[src/rtl/usb_txn_sequencer.sv]
// Host-side USB transaction sequencer: token/data send, receive window, handshake classification, retries, one response per request.
// Latency follows the encoder/decoder handshakes and the device reply; accepts a request only when idle and stalls sends on encoder_ready.
module usb_txn_sequencer #(
    parameter int TIMEOUT   = 255,
    parameter int MAX_RETRY = 8,
    parameter int CNT_W     = 8
) (
    input  logic             clk,
    input  logic             rst_b,
    input  logic             req_valid,
    output logic             req_ready,
    input  logic             req_is_in,
    input  logic [98:0]      req_tok,
    input  logic [98:0]      req_data,
    output logic             rsp_valid,
    output logic [1:0]       rsp_status,
    output logic [98:0]      rsp_pkt,
    output logic [CNT_W-1:0] rsp_attempts,
    output logic [98:0]      pkt_in,
    output logic             pkt_in_avail,
    input  logic             encoder_ready,
    input  logic [98:0]      pkt_out,
    input  logic             pkt_out_avail,
    input  logic             data_good,
    input  logic             decoder_ready,
    output logic             re
);

    localparam logic [7:0]  PID_ACK   = 8'hD2;
    localparam logic [7:0]  PID_NAK   = 8'h5A;
    localparam logic [7:0]  PID_DATA0 = 8'hC3;
    localparam logic [7:0]  PID_DATA1 = 8'h4B;
    localparam logic [98:0] ACK_PKT   = {PID_ACK, 91'b0};

    localparam logic [1:0] ST_OK  = 2'b00;
    localparam logic [1:0] ST_NAK = 2'b01;
    localparam logic [1:0] ST_ERR = 2'b10;

    typedef enum logic [3:0] {
        S_IDLE,
        S_SEND_TOK,
        S_SEND_DATA,
        S_SEND_ACK,
        S_WAIT_LO,
        S_WAIT_HI,
        S_RX_ARM,
        S_RX_WAIT,
        S_FINISH
    } state_t;

    typedef enum logic [1:0] {
        K_TOK,
        K_DATA,
        K_ACK
    } kind_t;

    state_t           r_state;
    state_t           w_state_nx;
    kind_t            r_kind;
    kind_t            w_send_kind;

    logic             r_is_in;
    logic [98:0]      r_tok;
    logic [98:0]      r_data;
    logic [98:0]      r_pkt_in;
    logic             r_pkt_in_avail;
    logic             r_re;
    logic [CNT_W-1:0] r_tmo;
    logic [CNT_W-1:0] r_attempts;
    logic [98:0]      r_rsp_pkt;
    logic [1:0]       r_status;
    logic             r_rsp_vld;

    logic             w_accept;
    logic             w_send;
    logic [98:0]      w_send_pkt;
    logic             w_arm;
    logic             w_capture;
    logic             w_fail;
    logic             w_fail_nak;
    logic             w_retry;
    logic             w_finish;
    logic [1:0]       w_fin_status;
    logic [7:0]       w_pid;
    logic [CNT_W-1:0] w_tmo_inc;
    logic             w_tmo_hit;

    assign w_pid     = pkt_out[98:91];
    assign w_tmo_inc = r_tmo + CNT_W'(1);
    // A packet arriving on the expiry cycle takes priority over the timeout.
    assign w_tmo_hit = (w_tmo_inc == CNT_W'(TIMEOUT));

    always_ff @(posedge clk or negedge rst_b) begin
        if (!rst_b) begin
            r_state <= S_IDLE;
        end else begin
            r_state <= w_state_nx;
        end
    end

    always_comb begin
        w_state_nx   = r_state;
        w_accept     = 1'b0;
        w_send       = 1'b0;
        w_send_pkt   = '0;
        w_send_kind  = r_kind;
        w_arm        = 1'b0;
        w_capture    = 1'b0;
        w_fail       = 1'b0;
        w_fail_nak   = 1'b0;
        w_retry      = 1'b0;
        w_finish     = 1'b0;
        w_fin_status = ST_OK;

        case (r_state)
            S_IDLE: begin
                if (req_valid) begin
                    w_accept   = 1'b1;
                    w_state_nx = S_SEND_TOK;
                end
            end
            S_SEND_TOK: begin
                if (encoder_ready) begin
                    w_send      = 1'b1;
                    w_send_pkt  = r_tok;
                    w_send_kind = K_TOK;
                    w_state_nx  = S_WAIT_LO;
                end
            end
            S_SEND_DATA: begin
                if (encoder_ready) begin
                    w_send      = 1'b1;
                    w_send_pkt  = r_data;
                    w_send_kind = K_DATA;
                    w_state_nx  = S_WAIT_LO;
                end
            end
            S_SEND_ACK: begin
                if (encoder_ready) begin
                    w_send      = 1'b1;
                    w_send_pkt  = ACK_PKT;
                    w_send_kind = K_ACK;
                    w_state_nx  = S_WAIT_LO;
                end
            end
            S_WAIT_LO: begin
                if (!encoder_ready) begin
                    w_state_nx = S_WAIT_HI;
                end
            end
            S_WAIT_HI: begin
                if (encoder_ready) begin
                    case (r_kind)
                        K_TOK:   w_state_nx = r_is_in ? S_RX_ARM : S_SEND_DATA;
                        K_DATA:  w_state_nx = S_RX_ARM;
                        K_ACK: begin
                            w_state_nx = S_FINISH;
                            w_finish   = 1'b1;
                        end
                        default: w_state_nx = S_IDLE;
                    endcase
                end
            end
            S_RX_ARM: begin
                if (decoder_ready) begin
                    w_arm      = 1'b1;
                    w_state_nx = S_RX_WAIT;
                end
            end
            S_RX_WAIT: begin
                if (pkt_out_avail) begin
                    if (!data_good) begin
                        w_fail = 1'b1;
                    end else if (!r_is_in) begin
                        if (w_pid == PID_ACK) begin
                            w_state_nx = S_FINISH;
                            w_finish   = 1'b1;
                        end else begin
                            w_fail     = 1'b1;
                            w_fail_nak = (w_pid == PID_NAK);
                        end
                    end else begin
                        if (w_pid == PID_DATA0 || w_pid == PID_DATA1) begin
                            w_capture  = 1'b1;
                            w_state_nx = S_SEND_ACK;
                        end else begin
                            w_fail     = 1'b1;
                            w_fail_nak = (w_pid == PID_NAK);
                        end
                    end
                end else if (w_tmo_hit) begin
                    w_fail = 1'b1;
                end

                // The status on exhaustion reflects only the final failed attempt.
                if (w_fail) begin
                    if (r_attempts < CNT_W'(MAX_RETRY)) begin
                        w_retry    = 1'b1;
                        w_state_nx = S_SEND_TOK;
                    end else begin
                        w_finish     = 1'b1;
                        w_fin_status = w_fail_nak ? ST_NAK : ST_ERR;
                        w_state_nx   = S_FINISH;
                    end
                end
            end
            S_FINISH: begin
                w_state_nx = S_IDLE;
            end
            default: begin
                w_state_nx = S_IDLE;
            end
        endcase
    end

    always_ff @(posedge clk or negedge rst_b) begin
        if (!rst_b) begin
            r_is_in        <= 1'b0;
            r_tok          <= '0;
            r_data         <= '0;
            r_kind         <= K_TOK;
            r_pkt_in       <= '0;
            r_pkt_in_avail <= 1'b0;
            r_re           <= 1'b0;
            r_tmo          <= '0;
            r_attempts     <= '0;
            r_rsp_pkt      <= '0;
            r_status       <= ST_OK;
            r_rsp_vld      <= 1'b0;
        end else begin
            r_pkt_in_avail <= w_send;
            r_re           <= (w_state_nx == S_RX_WAIT);
            r_rsp_vld      <= (w_state_nx == S_FINISH);

            if (w_accept) begin
                r_is_in    <= req_is_in;
                r_tok      <= req_tok;
                r_data     <= req_data;
                r_attempts <= CNT_W'(1);
                r_rsp_pkt  <= '0;
                r_status   <= ST_OK;
            end

            if (w_send) begin
                r_pkt_in <= w_send_pkt;
                r_kind   <= w_send_kind;
            end

            if (w_arm) begin
                r_tmo <= '0;
            end else if (r_state == S_RX_WAIT) begin
                r_tmo <= w_tmo_inc;
            end

            if (w_retry) begin
                r_attempts <= r_attempts + CNT_W'(1);
                r_rsp_pkt  <= '0;
            end

            if (w_capture) begin
                r_rsp_pkt <= pkt_out;
            end

            if (w_finish) begin
                r_status <= w_fin_status;
            end
        end
    end

    assign req_ready    = (r_state == S_IDLE);
    assign rsp_valid    = r_rsp_vld;
    assign rsp_status   = r_status;
    assign rsp_pkt      = r_rsp_pkt;
    assign rsp_attempts = r_attempts;
    assign pkt_in       = r_pkt_in;
    assign pkt_in_avail = r_pkt_in_avail;
    assign re           = r_re;

    // Transmit and receive windows are mutually exclusive on the shared line.
    a_no_tx_during_rx: assert property (@(posedge clk) disable iff (!rst_b) !(r_pkt_in_avail && r_re));

endmodule

[config.mk]
export PLATFORM = sky130hd
export DESIGN_NAME = usb_txn_sequencer
export DESIGN_NICKNAME = d
export VERILOG_FILES = /design/src/rtl/usb_txn_sequencer.sv
export SDC_FILE = /design/constraint.sdc
export NUM_CORES = 1
export LEC_CHECK = 0
export BUFFER_PORTS_ARGS = -buffer_cell sky130_fd_sc_hd__clkbuf_2
export CAP_MARGIN = 20
export CELL_PAD_IN_SITES_DETAIL_PLACEMENT = 1
export CELL_PAD_IN_SITES_GLOBAL_PLACEMENT = 1
export CORE_MARGIN = 2
export CORE_UTILIZATION = 42
export DETAILED_ROUTE_END_ITERATION = 6
export HOLD_SLACK_MARGIN = 0.02
export PLACE_DENSITY_LB_ADDON = 0.2
export SYNTH_ARGS = -nofsm -noshare
export SYNTH_HDL_FRONTEND = slang
export SYNTH_SLANG_ARGS = --single-unit
[constraint.sdc]
create_clock -name clk -period 4.3 [get_ports clk]
set_input_delay 0.215 -clock clk [delete_from_list [all_inputs] [get_ports clk]]
set_output_delay 0.215 -clock clk [all_outputs]
set_load 0.02 [all_outputs]
# Word level (Yosys, flattened, before mapping)

Index checks and enable logic that the tools add are counted.

Logic and storage cells: 117
Output and inout bits: 212
Register bits: 424
Bits of input ports: 305

Reduce and logical (&&, ||, !) cells: 10
Eq/ne operators: 19
Mux-type cells: 72
$add $sub $neg: 2
Order comparisons: 1

Operators by type and width:

| kind                                                        | number |
|---|---|
| two-way mux 99 bit                                          | 6 |
| case mux 99 bit (3 select lines)                            | 1 |
| two-way mux 4 bit                                           | 12 |
| two-way mux 1 bit                                           | 35 |
| two-way mux 8 bit                                           | 4 |
| equality test 8 bit (second input constant)                 | 3 |
| case mux 4 bit (6 select lines)                             | 1 |
| equality test 4 x 3 -> 1 bit (second input constant)        | 5 |
| two-way mux 2 bit                                           | 9 |
| adder 8 x 1 -> 8 bit (second input constant)                | 2 |
| equality test 8 x 7 -> 1 bit (second input constant)        | 2 |
| case mux 4 bit (3 select lines)                             | 1 |
| equality test 4 x 2 -> 1 bit (second input constant)        | 2 |
| less-than comparator 8 x 4 -> 1 bit (second input constant) | 1 |
| inequality test 2 bit (second input constant)               | 3 |
| case mux 2 bit (3 select lines)                             | 1 |
| nonzero test 2 bit                                          | 3 |
| nonzero test 3 bit                                          | 2 |
| AND reduction 5 bit                                         | 1 |
| equality test 4 x 1 -> 1 bit (second input constant)        | 1 |
| equality test 4 bit (second input constant)                 | 1 |
| zero test 4 bit                                             | 1 |
| two-way mux 3 bit                                           | 1 |
| OR reduction 3 bit                                          | 1 |
| 5 further kinds                                             | 5 |

# Logic depth before layout (Yosys ltp)

Gate-level depths: netlist of run 1.

Word-level depth: 12
Depth in mapped cells: 10
Depth with buffers taken out: 7

# Worst setup path after synthesis of run 1

No wires, ideal clock.

Path type: flip-flop to flip-flop
From: register r_state[1]
To: register r_data[86]
Path buffers: 4
Setup slack: 1,682 ps
Period minus slack after synthesis: 2,618 ps
Data arrival time: 2,553 ps
Cell stages (with the launch flop): 9
Setup time: 65 ps
Required time: 4,235 ps
Cell sequence: dfrtp_1 -> clkbuf_1 -> nor4_1 -> and2_1 -> clkbuf_1 -> clkbuf_1 -> buf_1 -> nand2_1 -> nand2_1

Word-level cells in the longest chain between the ends: 2

Ends and longest elaborated chain:

| item                   | RTL line | source |
|---|---|---|
| start, declared        | 57       | `state_t r_state;` |
| start signal, assigned | 97       | `r_state <= w_state_nx;` |
| zero test 4 bit        | --       |  |
| net req_ready          | 11       | `output logic req_ready,` |
| two-way mux 1 bit      | 115      | `case (r_state)` |
| end signal, assigned   | 238      | `r_data <= req_data;` |
| end, declared          | 64       | `logic [98:0] r_data;` |

The timed path passes the listed nets, and every way through them passes these cells.
A chain may end at the register's enable or synchronous reset.

# Worst setup path in the final report of run 1

From: register r_tmo[0]
To: register r_rsp_pkt[19] (netlist: rsp_pkt[19])

Word-level cells in the longest chain between the ends: 9
Elaborated cells between the ends (all ways): 10
Classes of those cells: add/sub: 1; eq/ne: 1; mux: 7; reduce/logical: 1

Ends and longest elaborated chain:

| item                   | RTL line | source |
|---|---|---|
| start, declared        | 68       | `logic [CNT_W-1:0] r_tmo;` |
| start signal, assigned | 252      | `r_tmo <= w_tmo_inc;` |
| adder 8 x 1 -> 8 bit * | 89       | `assign w_tmo_inc = r_tmo + CNT_W'(1);` |
| equality test 8 bit *  | 91       | `assign w_tmo_hit = (w_tmo_inc == CNT_W'(TIMEOUT));` |
| two-way mux 1 bit *    | 191      | `end else if (w_tmo_hit) begin` |
| two-way mux 1 bit *    | 171      | `if (pkt_out_avail) begin` |
| two-way mux 1 bit *    | 115      |  |
| two-way mux 1 bit *    | 196      | `if (w_fail) begin` |
| two-way mux 1 bit *    | 115      |  |
| two-way mux 99 bit     | 255      | `if (w_retry) begin` |
| two-way mux 99 bit     | 260      | `if (w_capture) begin` |
| end signal, assigned   | 261      | `r_rsp_pkt <= pkt_out;` |
| end, declared          | 70       | `logic [98:0] r_rsp_pkt;` |

Every way passes the cells marked *; elsewhere a longest branch is shown, timed or not. The select of a mux whose other input is x is not followed.

==> results of run 1 <==
cell usage in the layout (no fill, tap or decap), types with 5 or more instances in the layout:
| cell type | n |
|---|---|
| dlygate4sd3_1 | 293 |
| clkbuf_8 | 19 |
| inv_1 | 5 |
| clkbuf_16 | 49 |
| o21ai_1 | 8 |
| nor2b_1 | 98 |
| o22ai_1 | 6 |
| nand2b_1 | 6 |
| xor2_1 | 5 |
| clkbuf_1 | 13 |
| a31oi_1 | 95 |
| buf_4 | 16 |
| dfrtp_1 | 422 |
| diode_2 | 22 |
| nor2_1 | 34 |
| nand3_1 | 9 |
| a21oi_1 | 13 |
| and3_1 | 5 |
| clkbuf_2 | 515 |
| o21ai_0 | 192 |
| buf_12 | 7 |
| nand4_1 | 5 |
| nand2_1 | 800 |
| a22oi_1 | 95 |
how the worst max path moves through the flow:
| stage | start | endpoint | slack [ns] | cells past startpoint |
|---|---|---|---|---|
| 2_1_floorplan | r_state[1] | r_data[86] | 1.68 | 8 |
| 3_3_place_gp | r_state[1] | r_tmo[3] | 1.27 | 5 |
| 3_5_place_dp | r_state[1] | r_tmo[3] | 1.10 | 5 |
| 4_1_cts | r_state[1] | r_tmo[6] | 1.10 | 5 |
| 5_1_grt | r_state[1] | r_tmo[4] | 0.86 | 5 |
| 6_report | r_tmo[0] | rsp_pkt[19] | 1.06 | 7 |
kinds of logic after synthesis:
kind of cell,count (synthesis),synth area share [%]
flops,424,59.0
xor+xnor,7,0.341
mux,3,0.174
simple gates,989,22.9
compound gates,422,14.0
fa+ha+maj,3,0.209
buf+inv,154,3.41
power groups by stage:
| stage | combinational (mW) | clock (mW) | sequential (mW) |
|---|---|---|---|
| 6_report | 5.27 | 4.32 | 6.37 |
| 5_1_grt | 5.82 | 4.53 | 6.50 |
| 4_1_cts | 5.03 | 4.34 | 6.27 |
| 3_5_place_dp | 4.76 | 0 | 6.31 |
| 3_3_place_gp | 4.55 | 0 | 6.23 |
| 2_1_floorplan | 2.82 | 0 | 6.42 |
sequential cells by signal (all words and copies together) (netlist names), 2 cells and up:
name	flops
r_state	4
rsp_pkt	99
r_kind	2
rsp_attempts	8
r_data	99
r_tmo	8
rsp_status	2
pkt_in	99
r_tok	99
layout make-up:
class	instances	area, um^2
flip-flops and latches	424	10600
well taps	539	674
fillers	4837	16500
repair buffers	833	5810
inverters	5	18.8
clock inverters	4	98.8
clock buffers	81	1540
multi-input cells	1424	6800
diodes	22	55.1
layer usage:
metal | up-vias | track usage (%) | share of wire, %
met4 | 2 | 20.3 | 5.7
met5 | - | 0 | 0.018
met2 | 815 | 59.0 | 50
met3 | 282 | 7.88 | 6.6
li1 | 8122 | - | -
met1 | 9376 | 40.4 | 38
tightest hold or removal path: stages:
cell	delay [ns]
clkbuf_2	0.11
nand2b_1	0.11
or4b_2	0.13
mux2i_1	0.06
==> flow_metrics.py, run 1 <==
metrics = {
    "critical_path": {
        "r2r_setup_slack_ns": 1.06,
        "r2r_start": "r_tmo[0]",
        "crit_arrival_ns": 3.64,
        "critPathMaxStageDelay_ns": 0.59,
        "crit_type": "reg -> reg",
        "slowest_stage": "a2111o_1",
        "path_cells": "nand2_1 > or4_1 > a221o_1 > a2111o_1 > nand2_2 > buf_12 > o21ai_0",
        "startpoint_type": "flip-flop",
        "critical_path_buf_inv_count": 1,
        "required_ns": 4.70,
        "r2r_end": "rsp_pkt[19]",
        "ff2ff_path_depth": 7,
        "cp_max_fo": 97,
        "cp-end-kind": "flip-flop",
        "crit_family": "compound AO/OA/AOI/OAI gates",
    },
    "run": {
        "cap_violations": 0,
    },
    "final_layout": {
        "fin_util_pct": 60.8,
        "fin_nets": 3044,
        "syn2layout_area_growth_pct": 42.3,
        "fin_area_um2": 25600,
        "fin_cells": 3332,
        "drive_gt1_share_pct": 22.7,
    },
    "synthesis": {
        "syn_nets": 2310,
        "synthTopCellsByArea": "dfrtp_1 (59%), nand2_1 (17%), o21ai_0 (5.3%), a22oi_1 (4.0%), nor2b_1 (3.4%)",
        "synthCells": 2002,
        "ys_types": 49,
        "yosysTopAreaCell": "dfrtp_1",
        "synth_most_common_cell": "nand2_1",
        "synth.avg_cell_area_um2": 8.99,
        "yosysTopAreaCellShare_pct": 59.0,
        "synth_enable_flop_cells": 0,
        "syn_area_um2": 18000,
        "seq_area_frac_synth_pct": 59.0,
        "yosys_warnings": 0,
        "synth-seq-cells": 424,
        "synthFlopType": "dfrtp_1",
        "synth_common_cells": "nand2_1 (803), dfrtp_1 (424), o21ai_0 (192)",
        "async_reset_ff_share_pct": 100,
    },
    "pwr": {
        "p_int_mw": 9.78,
        "p_sw_mw": 6.18,
        "p_leak_nw": 12.7,
        "p_clk_share_pct": 27.1,
        "pwr-share-comb_pct": 33.0,
        "swShare_pct": 38.7,
        "power_frac_seq_pct": 39.9,
        "power.density_cell_area_nw_per_um2": 623,
        "ir_drop_v": 0.000315,
        "finalPower_mw": 16.0,
    },
    "routing": {
        "wl_per_cell_um": 23.4,
        "routed_via_density": 5.58,
        "drt_iter0_drc": 1434,
        "drt-total-wl_mm": 78.1,
        "drt_first_pass_iters": 5,
        "dr_total_vias": 18600,
        "drc": 0,
        "ant_nets": 0,
    },
    "floorplan": {
        "die_y_um": 211,
        "core_area_um2": 42100,
        "initial_core_util_pct": 42.7,
        "rows": 75,
        "die-width_um": 211,
        "dieArea_um2": 44500,
        "ioPinCount": 517,
    },
    "placement": {
        "dpl_worst_slack_ns": 1.10,
        "dp_cells": 2931,
        "io_buffer_count": 516,
        "place.gp.congestion": 0.830,
        "dp.final_hpwl_mm": 41.9,
        "place_area_um2": 21000,
    },
    "clock_tree": {
        "cts_tree": "built",
        "path_clk_slew_ns": 0.06,
        "cts_inserted_buffers": 48,
        "cts_resized": 0,
        "clock_latency_ns": 0.59,
        "cts_buffer_depth": 3,
        "cts_setup_buffers": 0,
        "clock_sinks": 424,
        "htree_levels": 2,
        "holdBufCountCts": 293,
        "cts-root-buf": "clkbuf_16",
    },
    "min_path": {
        "hp-start": "pkt_out[95]",
        "hp-class": "in -> reg",
        "whs_path_depth": 4,
        "hold_end": "rsp_status[0]",
    },
    "global_routing": {
        "grt.total_usage_pct": 34.8,
        "grt_start_max_net_pins": 200,
        "grt_pass1_wl_mm": 119,
        "antenna_found_initial": 19,
        "grt_overflow": 0,
        "grt_pass1_vias": 20600,
    },
    "timing": {
        "relSlewSlack_pct": 26.1,
        "worst_pin_slew_ns": 1.11,
        "rsz0062_at_grt": "no",
        "tns_ns": 0,
        "fin_crit_ns": 3.24,
        "min_period_over_period_pct": 75.4,
        "skew_ns": 0.0138,
        "final-hold-violation-count": 0,
        "setup_viol": 0,
        "timing.hold.ws_ns": 0.0934,
        "maxSlewViolCount": 0,
        "fin_ws_ns": 1.06,
        "fmax_mhz": 308,
    },
    "run_status": {
        "status": "complete, no violations",
    },
}
Power figures use the tool's default switching activity.
==> inputs of run 2 (changes only) <==
--- a/config.mk
+++ b/config.mk
@@ -10,7 +10,7 @@
 export CELL_PAD_IN_SITES_DETAIL_PLACEMENT = 1
 export CELL_PAD_IN_SITES_GLOBAL_PLACEMENT = 1
 export CORE_MARGIN = 2
-export CORE_UTILIZATION = 42
+export CORE_UTILIZATION = 35
 export DETAILED_ROUTE_END_ITERATION = 6
 export HOLD_SLACK_MARGIN = 0.02
 export PLACE_DENSITY_LB_ADDON = 0.2
==> constraint.sdc (replaced) <==
create_clock -name clk -period 2.73 [get_ports clk]
set_input_delay 0.1365 -clock clk [delete_from_list [all_inputs] [get_ports clk]]
set_output_delay 0.1365 -clock clk [all_outputs]
set_load 0.02 [all_outputs]
==> run 2 against run 1 <==
Cell count grew 4.9%. Die area grew 20%. Largest power group unchanged. Global-route usage shrank 8.8 points. Critical path type unchanged. Routed wire length shrank 11%. Final area grew 1.8%. First-iteration DRC count shrank 35%. Clock skew is essentially flat. Worst setup slack lost 0.91 ns. Combinational power grew 58%. Non-clock buffer count grew 30. Sequential power grew 53%.
==> flow_metrics.py, run 2 (same netlist as run 1, synthesis figures left out) <==
metrics = {
    "timing": {
        "fmax_mhz": 388,
        "final-hold-violation-count": 0,
        "relSlewSlack_pct": 42.1,
        "maxSlewViolCount": 0,
        "min_period_over_period_pct": 94.4,
        "worst_pin_slew_ns": 0.868,
        "timing.hold.ws_ns": 0.0652,
        "tns_ns": 0,
        "rsz0062_at_grt": "no",
        "fin_crit_ns": 2.58,
        "skew_ns": 0.0142,
        "setup_viol": 0,
    },
    "critical_path": {
        "critPathMaxStageDelay_ns": 0.51,
        "path_cells": "nand2_1 > or4_1 > a221o_1 > a2111o_1 > nand2_4 > buf_12 > o21ai_0",
        "cp_max_fo": 46,
        "r2r_start": "r_tmo[0]",
        "required_ns": 3.16,
        "cp-end-kind": "flip-flop",
        "crit_type": "reg -> reg",
        "r2r_end": "rsp_pkt[54]",
        "startpoint_type": "flip-flop",
        "slowest_stage": "or4_1",
        "crit_arrival_ns": 3.01,
        "r2r_setup_slack_ns": 0.15,
        "ff2ff_path_depth": 7,
    },
    "clock_tree": {
        "clock_latency_ns": 0.59,
        "clock_sinks": 424,
        "cts_tree": "built",
        "cts_buffer_depth": 3,
        "cts_setup_buffers": 0,
        "cts_inserted_buffers": 49,
        "path_clk_slew_ns": 0.06,
        "htree_levels": 2,
        "cts-root-buf": "clkbuf_16",
    },
    "final_layout": {
        "drive_gt1_share_pct": 23.2,
        "fin_nets": 3075,
        "final_common_cell": "nand2_1",
        "final_cell_mix": "nand2_1 (800), clkbuf_2 (515), dfrtp_1 (421), dlygate4sd3_1 (298), o21ai_0 (192)",
        "syn2layout_area_growth_pct": 44.9,
        "fill_cells": 6025,
    },
    "floorplan": {
        "initial_core_util_pct": 35.2,
        "ioPinCount": 517,
        "die-width_um": 231,
        "core_area_um2": 51100,
        "dieArea_um2": 53200,
        "die_y_um": 231,
        "rows": 83,
    },
    "routing": {
        "wl_per_cell_um": 19.9,
        "dr_total_vias": 17700,
        "routed_via_density": 5.07,
        "drt-total-wl_mm": 69.5,
        "drc": 0,
        "drt_first_pass_iters": 4,
        "ant_nets": 0,
        "drt_iter0_drc": 929,
    },
    "run_status": {
        "status": "complete, no violations",
    },
    "pwr": {
        "power_frac_seq_pct": 39.8,
        "p_sw_mw": 9.18,
        "power.density_cell_area_nw_per_um2": 937,
        "p_int_mw": 15.2,
        "pwr-share-comb_pct": 34.0,
        "ir_drop_v": 0.000594,
        "swShare_pct": 37.6,
        "p_clk_share_pct": 26.2,
        "p_leak_nw": 12.9,
    },
    "min_path": {
        "hp-start": "req_valid",
        "hp-class": "in -> reg",
        "hold_end": "r_state[0]",
        "whs_path_depth": 4,
    },
    "placement": {
        "place.gp.congestion": 0.817,
        "io_buffer_count": 516,
        "dp.final_hpwl_mm": 41.7,
    },
    "global_routing": {
        "grt.total_usage_pct": 25.9,
        "grt_pass1_wl_mm": 109,
        "grt_start_max_net_pins": 138,
        "antenna_found_initial": 13,
        "grt_pass1_vias": 19500,
        "grt_overflow": 0,
    },
    "run": {
        "cap_violations": 0,
    },
}
-- run 2: cell count changes in the layout (fill, tap and decap cells not counted), moves of 2 or more --
cell	previous run	this run
buf_12	7	20
buf_4	16	29
bufinv_16	3	0
clkbuf_1	13	21
clkbuf_16	49	51
clkbuf_8	19	13
diode_2	22	12
dlygate4sd3_1	293	298
-- run 2: worst max path at each step --
stage               start           to  cells after the start
6_report         r_tmo[0]  rsp_pkt[54]                      7
4_1_cts          r_tmo[0]  rsp_pkt[54]                      7
2_1_floorplan  r_state[1]   r_data[86]                      8
3_5_place_dp     r_tmo[0]  rsp_pkt[54]                      7
5_1_grt          r_tmo[0]  rsp_pkt[54]                      7
3_3_place_gp     r_tmo[0]  rsp_pkt[48]                      7
-- run 2: layout make-up --
type	instances	area, um^2	area share, %
Multi-Input combinational cell	1424	6800	26.1
Clock buffer	85	1530	5.89
Timing Repair Buffer	863	6190	23.8
Inverter	5	18.8	0.0720
Sequential cell	424	10600	40.7
Antenna cell	12	30.0	0.115
Tap cell	680	851	3.26
Clock inverter	2	13.8	0.0528
-- run 2: power by group through the flow --
stage	clock network [mW]	logic, mW	registers [mW]
final	6.40	8.31	9.72
after global routing	6.82	9.30	9.97
after CTS	6.55	8.30	9.68
after detailed placement	0	7.88	9.77
after global placement	0	7.61	9.65
after floorplan	0	4.44	10.1
-- run 2: critical path: cells and delay by family (launching register included) --
family	cells	cell delay [ns]
AO/OA/AOI/OAI	3	0.99
buffers and inverters	1	0.22
AND/OR/NAND/NOR	3	0.77
flip-flops	1	0.42
-- run 2: metal layers --
layer  up-vias  GRT usage (%)  part of all wire (%)
met2       529           44.2                    49
met1      8838           31.6                    41
li1       8174              -                     -
met4         6           10.9                   4.1
met3       166           5.94                   5.9
met5         -              0                 0.046
-- run 2: timing repair --
action,4_1_cts,5_1_grt
hold buffers,298,0
setup endpoints to repair,0,56
resized for setup,0,2
hold endpoints to repair,370,0
-- run 2: through the flow --
step / cells / instance area (um^2) / utilization, % / power, mW / setup slack [ns]
finish: 3495 / 26100 / 51.0 / 24.4 / 0.152
global route: 3492 / 26100 / 51.0 / 26.1 / 0.0361
CTS: 3483 / 26000 / 50.9 / 24.5 / 0.0924
detailed placement: 3098 / 21500 / 42.1 / 17.6 / 0.124
global placement: 3098 / 21500 / 42.1 / 17.3 / 0.168
floorplan: 2002 / 18000 / - / 14.6 / 0.112
==> inputs of run 3 (changes only) <==
==> constraint.sdc (replaced) <==
create_clock -name clk -period 2.73 [get_ports clk]
set_input_delay 0.273 -clock clk [delete_from_list [all_inputs] [get_ports clk]]
set_output_delay 0.273 -clock clk [all_outputs]
set_load 0.02 [all_outputs]
==> run 3 against run 2 <==
Global-route usage rose by 0.40 points. Cell count rose by 0.11%. Core utilization rose by 0.43 points. Clock skew fell by 0.0051 ns. Die area did not move. Total power rose by 3.2%.
==> flow_metrics.py, run 3 (same netlist as run 1, synthesis figures left out) <==
metrics = {
    "min_path": {
        "hp-class": "in -> reg",
    },
    "critical_path": {
        "cp_max_fo": 46,
        "cp-end-kind": "flip-flop",
        "crit_type": "reg -> reg",
        "startpoint_type": "flip-flop",
        "crit_arrival_ns": 2.97,
        "required_ns": 3.17,
    },
    "clock_tree": {
        "clock_sinks": 424,
        "cts_buffer_depth": 3,
        "cts_inserted_buffers": 48,
        "clock_latency_ns": 0.58,
        "cts_setup_buffers": 0,
        "htree_levels": 2,
        "cts_tree": "built",
        "cts-root-buf": "clkbuf_16",
        "path_clk_slew_ns": 0.06,
    },
    "routing": {
        "drt-total-wl_mm": 71.0,
        "wl_per_cell_um": 20.3,
        "drc": 0,
        "drt_iter0_drc": 965,
        "dr_total_vias": 17800,
        "ant_nets": 0,
        "routed_via_density": 5.09,
        "drt_first_pass_iters": 5,
    },
    "timing": {
        "fin_crit_ns": 2.53,
        "relSlewSlack_pct": 42.9,
        "final-hold-violation-count": 0,
        "worst_pin_slew_ns": 0.857,
        "tns_ns": 0,
        "skew_ns": 0.00916,
        "min_period_over_period_pct": 92.7,
        "maxSlewViolCount": 0,
        "fmax_mhz": 395,
        "rsz0062_at_grt": "no",
        "setup_viol": 0,
    },
    "pwr": {
        "p_sw_mw": 9.35,
        "swShare_pct": 37.1,
        "p_leak_nw": 13.0,
        "p_clk_share_pct": 28.0,
        "ir_drop_v": 0.000549,
        "finalPower_mw": 25.2,
        "pwr-share-comb_pct": 33.5,
        "power_frac_seq_pct": 38.6,
        "p_int_mw": 15.8,
        "power.density_cell_area_nw_per_um2": 959,
    },
    "final_layout": {
        "fill_cells": 5978,
        "final_common_cell": "nand2_1",
        "fin_nets": 3079,
        "fin_cells": 3499,
        "final_cell_mix": "nand2_1 (800), clkbuf_2 (515), dfrtp_1 (422), dlygate4sd3_1 (293), o21ai_0 (192)",
        "drive_gt1_share_pct": 24.1,
        "fin_util_pct": 51.4,
        "syn2layout_area_growth_pct": 46.1,
    },
    "placement": {
        "io_buffer_count": 516,
        "dp_cells": 3108,
        "dp.final_hpwl_mm": 42.5,
        "place.gp.congestion": 0.827,
    },
    "global_routing": {
        "grt_pass1_vias": 19800,
        "grt_start_max_net_pins": 145,
        "grt_pass1_wl_mm": 110,
        "antenna_found_initial": 12,
        "grt.total_usage_pct": 26.3,
        "grt_overflow": 0,
    },
    "floorplan": {
        "dieArea_um2": 53200,
        "die_y_um": 231,
        "core_area_um2": 51100,
        "initial_core_util_pct": 35.2,
        "ioPinCount": 517,
        "die-width_um": 231,
        "rows": 83,
    },
    "run_status": {
        "status": "complete, no violations",
    },
    "run": {
        "cap_violations": 0,
    },
}
==> run 3: stage by stage <==
step	hold WS (ns)	instance area [um^2]	setup WS, ns
2_1_floorplan	-0.0226	18000	0.112
3_3_place_gp	0.341	21600	0.254
3_5_place_dp	0.341	21600	0.174
4_1_cts	0.0823	26300	0.150
5_1_grt	0.128	26300	0.0407
6_report	0.118	26300	0.198
==> run 3: power groups by stage <==
stage	Clock (mW)	Sequential (mW)	Combinational, mW
2_1_floorplan	0	10.1	4.44
4_1_cts	7.18	9.66	8.40
3_3_place_gp	0	9.63	7.73
5_1_grt	7.46	9.96	9.41
6_report	7.05	9.72	8.43
3_5_place_dp	0	9.75	7.99
==> run 3: metal layers <==
layer | GRT usage (%) | share of wire, %
met1 | 31.0 | 40
met2 | 45.9 | 50
met3 | 5.82 | 5.3
met4 | 11.9 | 4.6
met5 | 0 | 0.042
==> run 3: path summary, 6_finish.rpt <==
check                               from          end  slack [ns]  cells past startpoint
max                             r_tmo[4]  rsp_pkt[29]        0.20                      7
min                        pkt_out_avail    rsp_valid        0.12                      3
max reg2reg                     r_tmo[4]  rsp_pkt[29]        0.20                      7
min reg2reg                   r_data[10]   r_data[10]        0.47                      2
max in group asynchronous          rst_b   r_data[51]        1.61                      3
min in group asynchronous          rst_b   r_data[23]        0.26                      2
==> run 3: final cells by class <==
cell class | instances | area [um^2] | share of cell area, %
Antenna cell | 10 | 25.0 | 0.0952
Clock buffer | 67 | 1440 | 5.49
Clock inverter | 21 | 280 | 1.07
Inverter | 5 | 18.8 | 0.0714
Multi-Input combinational cell | 1424 | 6800 | 25.9
Sequential cell | 424 | 10600 | 40.4
Tap cell | 680 | 851 | 3.24
Timing Repair Buffer | 868 | 6240 | 23.8
==> run 3: worst max-delay path: stages, from the launching register on <==
cell	delay [ns]
dfrtp_1	0.42
nand3_2	0.13
or4_1	0.48
a221o_1	0.35
a2111o_1	0.47
nand2_4	0.16
buf_12	0.22
o21ai_0	0.15
==> run 3: timing repair <==
item / CTS / global route
resized for setup: 0 / 1
hold endpoints to repair: 354 / 0
endpoints found under the setup margin: 0 / 2
hold buffers: 293 / 0
